`config.mk`:
```
export PLATFORM = sky130hd
export DESIGN_NAME = lcd_cmd_sched_flat
export DESIGN_NICKNAME = d
export VERILOG_FILES = /design/src/rtl/lcd_cmd_sched_if.sv /design/src/rtl/lcd_cmd_sched.sv /design/src/flat_wrapper.sv
export SDC_FILE = /design/constraint.sdc
export NUM_CORES = 1
export LEC_CHECK = 0
export ABC_AREA = 0
export CAP_MARGIN = 40
export CORE_UTILIZATION = 40
export CTS_BUF_LIST = sky130_fd_sc_hd__clkbuf_4 sky130_fd_sc_hd__clkbuf_8
export DETAILED_ROUTE_END_ITERATION = 8
export GPL_ROUTABILITY_DRIVEN = 0
export MAX_ROUTING_LAYER = met4
export PLACE_DENSITY = 0.68
export SKIP_LAST_GASP = 1
export SLEW_MARGIN = 0
export SYNTH_ARGS = -nofsm -noshare
export SYNTH_HDL_FRONTEND = slang
export SYNTH_SLANG_ARGS = --single-unit
```
`constraint.sdc`:
```
create_clock -name clk -period 2.95 [get_ports clk]
set_input_delay 0.295 -clock clk [delete_from_list [all_inputs] [get_ports clk]]
set_output_delay 0.295 -clock clk [all_outputs]
set_load 0.005 [all_outputs]
```
`src/rtl/lcd_cmd_sched_if.sv`:
```
// Bus bundle of lcd_cmd_sched: host command push, image ROM read, LCD controller command/data
// and the re-emitted pixel stream. The scheduler uses the slave modport.
interface lcd_cmd_sched_if;
    logic [2:0] host_cmd;
    logic       host_cmd_valid;
    logic       host_cmd_ready;
    logic [6:0] img_addr;
    logic       img_rd;
    logic [7:0] img_data;
    logic [2:0] lcd_cmd;
    logic       lcd_cmd_valid;
    logic [7:0] lcd_datain;
    logic       lcd_busy;
    logic [7:0] lcd_dataout;
    logic       lcd_out_valid;
    logic [7:0] pix_data;
    logic       pix_valid;
    logic [3:0] pix_idx;
    logic       frame_done;
    logic       err_cmd;
    logic       err_wdog;

    modport master (
        output host_cmd, host_cmd_valid, img_data, lcd_busy, lcd_dataout, lcd_out_valid,
        input  host_cmd_ready, img_addr, img_rd, lcd_cmd, lcd_cmd_valid, lcd_datain,
               pix_data, pix_valid, pix_idx, frame_done, err_cmd, err_wdog
    );

    modport slave (
        input  host_cmd, host_cmd_valid, img_data, lcd_busy, lcd_dataout, lcd_out_valid,
        output host_cmd_ready, img_addr, img_rd, lcd_cmd, lcd_cmd_valid, lcd_datain,
               pix_data, pix_valid, pix_idx, frame_done, err_cmd, err_wdog
    );
endinterface

```
`src/rtl/lcd_cmd_sched.sv`:
```
// Command scheduler for the 12x9 LCD zoom/shift controller: host FIFO, issue FSM with image
// streaming on LOAD, and pixel re-emit. Define LCD_SCHED_WDOG_EN to enable the busy watchdog.
module lcd_cmd_sched #(
    parameter int unsigned FIFO_DEPTH = 4,
    parameter int unsigned IMG_BYTES  = 108,
    parameter int unsigned OUT_BYTES  = 16,
    parameter int unsigned WDOG_MAX   = 255
) (
    input  logic           clk,
    input  logic           reset,
    lcd_cmd_sched_if.slave bus
);
    localparam int unsigned PTR_W  = (FIFO_DEPTH > 1) ? $clog2(FIFO_DEPTH) : 1;
    localparam int unsigned CNT_W  = PTR_W + 1;
    localparam int unsigned CMD_W  = 3;
    localparam int unsigned ADDR_W = 7;
    localparam int unsigned IDX_W  = 4;

    localparam logic [CMD_W-1:0]  CMD_LOAD    = CMD_W'(0);
    localparam logic [CMD_W-1:0]  CMD_ILLEGAL = CMD_W'(7);
    localparam logic [ADDR_W-1:0] LAST_ADDR   = ADDR_W'(IMG_BYTES - 1);
    localparam logic [IDX_W-1:0]  LAST_IDX    = IDX_W'(OUT_BYTES - 1);

    if (FIFO_DEPTH < 2 || (FIFO_DEPTH & (FIFO_DEPTH - 1)) != 0 ||
        IMG_BYTES < 2 || IMG_BYTES > 128 || OUT_BYTES < 1 || OUT_BYTES > 16 ||
        WDOG_MAX < 1 || WDOG_MAX > 255) begin : g_param_check
        $error("lcd_cmd_sched: unsupported parameter value");
    end

    typedef enum logic [1:0] {S_IDLE, S_ISSUE, S_LOAD, S_WAIT} state_e;

    // Host command FIFO
    logic [CMD_W-1:0] fifo_mem_q [FIFO_DEPTH];
    logic [PTR_W-1:0] wr_ptr_q;
    logic [PTR_W-1:0] rd_ptr_q;
    logic [CNT_W-1:0] count_q;
    logic             full_c;
    logic             empty_c;
    logic             push_c;
    logic             pop_c;
    logic [CMD_W-1:0] head_c;

    state_e            state_q;
    logic [CMD_W-1:0]  lcd_cmd_q;
    logic              lcd_cmd_valid_q;
    logic              img_rd_q;
    logic [ADDR_W-1:0] img_addr_q;
    logic              rd_dly_q;
    logic [1:0]        since_q;
    logic              err_cmd_q;

    logic [7:0]        pix_data_q;
    logic              pix_valid_q;
    logic [IDX_W-1:0]  pix_idx_q;
    logic [IDX_W-1:0]  pix_cnt_q;
    logic              frame_done_q;

    assign full_c  = (count_q == CNT_W'(FIFO_DEPTH));
    assign empty_c = (count_q == '0);
    assign push_c  = bus.host_cmd_valid && !full_c;
    assign pop_c   = (state_q == S_IDLE) && !empty_c && !bus.lcd_busy;
    assign head_c  = fifo_mem_q[rd_ptr_q];

    always_ff @(posedge clk) begin
        if (push_c) begin
            fifo_mem_q[wr_ptr_q] <= bus.host_cmd;
        end
    end

    always_ff @(posedge clk or posedge reset) begin
        if (reset) begin
            wr_ptr_q <= '0;
            rd_ptr_q <= '0;
            count_q  <= '0;
        end else begin
            if (push_c) wr_ptr_q <= wr_ptr_q + PTR_W'(1);
            if (pop_c)  rd_ptr_q <= rd_ptr_q + PTR_W'(1);
            case ({push_c, pop_c})
                2'b10:   count_q <= count_q + CNT_W'(1);
                2'b01:   count_q <= count_q - CNT_W'(1);
                default: count_q <= count_q;
            endcase
        end
    end

`ifdef LCD_SCHED_WDOG_EN
    localparam int unsigned WDOG_W = 8;
    logic [WDOG_W-1:0] wdog_q;
    logic              err_wdog_q;
`endif

    // Issue FSM; outputs are registered so they are valid during the state they belong to
    always_ff @(posedge clk or posedge reset) begin
        if (reset) begin
            state_q         <= S_IDLE;
            lcd_cmd_q       <= '0;
            lcd_cmd_valid_q <= 1'b0;
            img_rd_q        <= 1'b0;
            img_addr_q      <= '0;
            rd_dly_q        <= 1'b0;
            since_q         <= '0;
            err_cmd_q       <= 1'b0;
`ifdef LCD_SCHED_WDOG_EN
            wdog_q          <= '0;
            err_wdog_q      <= 1'b0;
`endif
        end else begin
            lcd_cmd_valid_q <= 1'b0;
            err_cmd_q       <= 1'b0;
            rd_dly_q        <= img_rd_q;
            if (since_q != 2'd2) since_q <= since_q + 2'd1;

            case (state_q)
                S_IDLE: begin
                    if (pop_c) begin
                        if (head_c == CMD_ILLEGAL) begin
                            err_cmd_q <= 1'b1;
                        end else begin
                            lcd_cmd_q       <= head_c;
                            lcd_cmd_valid_q <= 1'b1;
                            since_q         <= '0;
                            state_q         <= S_ISSUE;
                            if (head_c == CMD_LOAD) begin
                                img_rd_q   <= 1'b1;
                                img_addr_q <= '0;
                            end
                        end
                    end
                end
                S_ISSUE: begin
                    if (lcd_cmd_q == CMD_LOAD) begin
                        img_addr_q <= ADDR_W'(1);
                        state_q    <= S_LOAD;
                    end else begin
                        state_q <= S_WAIT;
                    end
                end
                S_LOAD: begin
                    if (img_addr_q == LAST_ADDR) begin
                        img_rd_q <= 1'b0;
                        state_q  <= S_WAIT;
                    end else begin
                        img_addr_q <= img_addr_q + ADDR_W'(1);
                    end
                end
                S_WAIT: begin
                    // Busy from the controller lags the strobe, so ignore it for two cycles
                    if (since_q == 2'd2 && !bus.lcd_busy) state_q <= S_IDLE;
                end
                default: state_q <= S_IDLE;
            endcase

`ifdef LCD_SCHED_WDOG_EN
            if (state_q == S_WAIT || state_q == S_LOAD) begin
                if (bus.lcd_busy) begin
                    if (wdog_q == WDOG_W'(WDOG_MAX)) begin
                        err_wdog_q <= 1'b1;
                        wdog_q     <= '0;
                        img_rd_q   <= 1'b0;
                        state_q    <= S_IDLE;
                    end else begin
                        wdog_q <= wdog_q + WDOG_W'(1);
                    end
                end
            end else begin
                wdog_q <= '0;
            end
`endif
        end
    end

    // Pixel re-emit with window index and end-of-window pulse
    always_ff @(posedge clk or posedge reset) begin
        if (reset) begin
            pix_data_q   <= '0;
            pix_valid_q  <= 1'b0;
            pix_idx_q    <= '0;
            pix_cnt_q    <= '0;
            frame_done_q <= 1'b0;
        end else begin
            pix_data_q   <= bus.lcd_dataout;
            pix_valid_q  <= bus.lcd_out_valid;
            frame_done_q <= 1'b0;
            if (bus.lcd_out_valid) begin
                pix_idx_q    <= pix_cnt_q;
                frame_done_q <= (pix_cnt_q == LAST_IDX);
                pix_cnt_q    <= (pix_cnt_q == LAST_IDX) ? '0 : pix_cnt_q + IDX_W'(1);
            end
        end
    end

    assign bus.host_cmd_ready = !full_c;
    assign bus.img_addr       = img_addr_q;
    assign bus.img_rd         = img_rd_q;
    assign bus.lcd_cmd        = lcd_cmd_q;
    assign bus.lcd_cmd_valid  = lcd_cmd_valid_q;
    // ROM data is passed straight through, only in the cycle after each read
    assign bus.lcd_datain     = rd_dly_q ? bus.img_data : 8'h00;
    assign bus.pix_data       = pix_data_q;
    assign bus.pix_valid      = pix_valid_q;
    assign bus.pix_idx        = pix_idx_q;
    assign bus.frame_done     = frame_done_q;
    assign bus.err_cmd        = err_cmd_q;
`ifdef LCD_SCHED_WDOG_EN
    assign bus.err_wdog       = err_wdog_q;
`else
    assign bus.err_wdog       = 1'b0;
`endif
endmodule

```
`src/flat_wrapper.sv`:
```
// flat-port wrapper written by rule: the top's interface ports become plain ports
module lcd_cmd_sched_flat 
#(
    parameter int unsigned FIFO_DEPTH = 4,
    parameter int unsigned IMG_BYTES  = 108,
    parameter int unsigned OUT_BYTES  = 16,
    parameter int unsigned WDOG_MAX   = 255
)
  (clk, reset, bus_host_cmd, bus_host_cmd_valid, bus_img_data, bus_lcd_busy, bus_lcd_dataout, bus_lcd_out_valid, bus_host_cmd_ready, bus_img_addr, bus_img_rd, bus_lcd_cmd, bus_lcd_cmd_valid, bus_lcd_datain, bus_pix_data, bus_pix_valid, bus_pix_idx, bus_frame_done, bus_err_cmd, bus_err_wdog);
  lcd_cmd_sched_if bus_i ();
  input  logic clk;
  input  logic reset;
  input wire logic [$bits(bus_i.host_cmd)-1:0] bus_host_cmd;
  input wire logic [$bits(bus_i.host_cmd_valid)-1:0] bus_host_cmd_valid;
  input wire logic [$bits(bus_i.img_data)-1:0] bus_img_data;
  input wire logic [$bits(bus_i.lcd_busy)-1:0] bus_lcd_busy;
  input wire logic [$bits(bus_i.lcd_dataout)-1:0] bus_lcd_dataout;
  input wire logic [$bits(bus_i.lcd_out_valid)-1:0] bus_lcd_out_valid;
  output wire logic [$bits(bus_i.host_cmd_ready)-1:0] bus_host_cmd_ready;
  output wire logic [$bits(bus_i.img_addr)-1:0] bus_img_addr;
  output wire logic [$bits(bus_i.img_rd)-1:0] bus_img_rd;
  output wire logic [$bits(bus_i.lcd_cmd)-1:0] bus_lcd_cmd;
  output wire logic [$bits(bus_i.lcd_cmd_valid)-1:0] bus_lcd_cmd_valid;
  output wire logic [$bits(bus_i.lcd_datain)-1:0] bus_lcd_datain;
  output wire logic [$bits(bus_i.pix_data)-1:0] bus_pix_data;
  output wire logic [$bits(bus_i.pix_valid)-1:0] bus_pix_valid;
  output wire logic [$bits(bus_i.pix_idx)-1:0] bus_pix_idx;
  output wire logic [$bits(bus_i.frame_done)-1:0] bus_frame_done;
  output wire logic [$bits(bus_i.err_cmd)-1:0] bus_err_cmd;
  output wire logic [$bits(bus_i.err_wdog)-1:0] bus_err_wdog;
  assign bus_i.host_cmd = bus_host_cmd;
  assign bus_i.host_cmd_valid = bus_host_cmd_valid;
  assign bus_i.img_data = bus_img_data;
  assign bus_i.lcd_busy = bus_lcd_busy;
  assign bus_i.lcd_dataout = bus_lcd_dataout;
  assign bus_i.lcd_out_valid = bus_lcd_out_valid;
  assign bus_host_cmd_ready = bus_i.host_cmd_ready;
  assign bus_img_addr = bus_i.img_addr;
  assign bus_img_rd = bus_i.img_rd;
  assign bus_lcd_cmd = bus_i.lcd_cmd;
  assign bus_lcd_cmd_valid = bus_i.lcd_cmd_valid;
  assign bus_lcd_datain = bus_i.lcd_datain;
  assign bus_pix_data = bus_i.pix_data;
  assign bus_pix_valid = bus_i.pix_valid;
  assign bus_pix_idx = bus_i.pix_idx;
  assign bus_frame_done = bus_i.frame_done;
  assign bus_err_cmd = bus_i.err_cmd;
  assign bus_err_wdog = bus_i.err_wdog;
  lcd_cmd_sched #(.FIFO_DEPTH(FIFO_DEPTH), .IMG_BYTES(IMG_BYTES), .OUT_BYTES(OUT_BYTES), .WDOG_MAX(WDOG_MAX)) u_core (.clk(clk), .reset(reset), .bus(bus_i));
endmodule
```
==> run summary <==
Detailed Routing Iterations Pass 1: 4
Tmin final: 2630 ps
share of cells above drive strength 1: 0.0656
fin. max-slew vios: 0
Crit. End Element: flop
clock slew seen by the registers of the worst setup and hold paths: 90 ps
Fmax: 0.381 GHz
final period utilization: 0.890
Cells after Synth: 196
initial antenna violation count: 0
Global Route Usage Sum: 0.157
number of vias per cell: 4.93
first-pass GRT wire length: 7330 µm
vias in the first global route: 1,552
most frequent cells in the layout: clkdlybuf4s50_1 (59), dfrtp_1 (43), inv_1 (14), ha_1 (14)
Yosys cell types: 44
syn_area_per_cell: 12.6 µm²
Rows: 28
number of diodes: 0
count of input and output buffers: 59
multi-input logic area: 933 µm²
chip height: 80.5 µm
Post-Syn Area: 0.00246 mm²
skew final: 11.7 ps
full die area: 0.00648 mm²
Synth area leaders: dfrtp_1 (44%), edfxtp_1 (15%), ha_1 (7.1%), and2_1 (2.8%), mux4_2 (2.7%)
max_cap viols: 0
critical path's most frequent cell: inv_1
gr ovfl total: 0
initial core utilization: 0.416
worst ir drop on vdd: 0.000288 V
Clock Tree Root: clkbuf_8
final setup fails: 0
total CTS buffers: 5
Finished Cell Area: 0.00321 mm²
Min Hold Slack: 417 ps
Critical Path RT: 3180 ps
DR iter-0 viols: 69
critical path type: flop to flop
Hold-fix buffers, CTS: 0
Critical Path Source: u_core.state_q[0]
drt drc: 0
critical-path cell list: inv_1, ha_1, or3b_1, inv_1, ha_1, inv_1, fa_1, xor2_1, nor2_1, xor2_1
RSZ-0062 raised after global routing: false
worst skew pair latency: 310 ps
commonest non-fill, non-tap cell in the layout: clkdlybuf4s50_1
CTS sink cnt: 55
dpl ws: 331 ps
Max FO, Critical Path: 8
largest net degree at the start of global routing: 44
FF/Latch Area: 0.00144 mm²
DP HPWL: 3290 µm
DP Area: 0.00312 mm²
routed wire length: 4430 µm
CTS H-tree lvls: 2
worst r2r src: u_core.state_q[0]
Post-DRT Antenna Nets: 0
Post-synth ARST share: 0.782
maximum clock insertion buffer count: 2
syn nets: 235
wire per inst: 13.3 µm
Seq/Total Area, Yosys: 0.583
hold crit path type: input port to asynchronous set/reset pin
core area: 0.00592 mm²
slowest cell delay on critical path: 500 ps
Yosys top cell by area: dfrtp_1
post_cts resized: 0
EDFF count, synth: 12
final cell count without fillers: 334
Synth top area share: 0.437
Ys Warns: 0
relative slew slack: 0.633
setup TNS: 0 ps
final setup margin: 323 ps
crit path DAT: 2850 ps
Vias: 1,646
Area Overhead vs Synth: 30.4%
power per cell area: 561 mW/mm²
CTS tree: done
total power: 1.80 mW
Final Net Count: 297
placed cells: 326
number of I/O pins: 61
Post-synth top flop: dfrtp_1
postcts setup bufs: 0
status: finished clean
P_leak: 1.39 nW
Fin. Hold Viols: 0
Least-Margin Pin Slew: 550 ps
number of fill cells in the layout: 539
Setup crit start kind: flop
critical path's slowest cell: or3b_1
Core Util, Final: 0.543
FF+latch count, synth: 55
DIE WIDTH: 80.5 µm
==> Yosys cell counts (3+ instances only) <==
cell      instances
o22a_1            3
and2_1           11
nand2_1          10
edfxtp_1         12
xnor2_1           6
and3_1            6
nand3_1           6
mux2_2            4
dfrtp_1          43
inv_1            15
ha_1             14
mux4_2            3
o21ai_1           3
o31ai_1           3
nor2_1            5
a22o_1            3
nand2b_1          4
o21ai_0          12
==> worst paths after layout <==
check                                    endpoint  cells past startpoint  slack, ps
setup / recovery                u_core.count_q[2]                     10        320
hold / removal             u_core.bus.img_addr[2]                      3        420
setup reg to reg                u_core.count_q[2]                     10        320
hold reg to reg                   u_core.rd_dly_q                      0        430
max in group asynchronous      u_core.bus.err_cmd                      3       2150
min in group clk           u_core.bus.pix_data[3]                      1        420
==> sequential cells by signal, indices dropped and copies added, names as in the netlist, 2 cells and up <==
register             flops
u_core.rd_ptr_q          2
u_core.state_q           2
u_core.bus.img_addr      7
u_core.wr_ptr_q          2
u_core.pix_cnt_q         4
u_core.bus.pix_idx       4
u_core.fifo_mem_q       12
u_core.since_q           2
u_core.count_q           3
u_core.bus.lcd_cmd       3
u_core.bus.pix_data      8
==> metal layers <==
metal,GRT usage,part of all wire
met5,-,0
met4,0.0643,0.016
met3,0.0489,0.082
met2,0.247,0.46
met1,0.185,0.44
==> cell families (layout without fill, tap and decap cells) <==
| group | Yosys count | after routing | synth area share |
|---|---|---|---|
| other cells | 1 | 1 | 0.00152 |
| flops | 55 | 55 | 0.583 |
| fa+ha+maj | 15 | 15 | 0.0792 |
| mux | 9 | 9 | 0.0543 |
| xor+xnor | 8 | 8 | 0.0284 |
| simple gates | 54 | 54 | 0.121 |
| compound gates | 34 | 34 | 0.0940 |
| buf+inv | 20 | 83 | 0.0381 |
==> report_power, final <==
part / switching [mW] / internal (mW) / leakage (nW)
logic: 0.167 / 0.215 / 0.702
clock network: 0.231 / 0.199 / 0.0517
registers: 0.0824 / 0.910 / 0.638
==> layout make-up <==
class                   instances  share of cell area
repair buffers                 60               0.186
flip-flops and latches         55               0.447
inverters                      15              0.0175
clock inverters                 1             0.00156
clock buffers                   7              0.0280
well taps                      75              0.0292
multi-input cells             121               0.290
==> critical path: cells and delay by family (launching register included) <==
family | cells | cell delay (ps)
adders and majority gates | 3 | 890
and+or+nand+nor | 2 | 620
DFF | 1 | 410
buffers and inverters | 3 | 350
xor gates and xnor gates | 2 | 300
No activity file was read; power rests on OpenSTA's default activity.
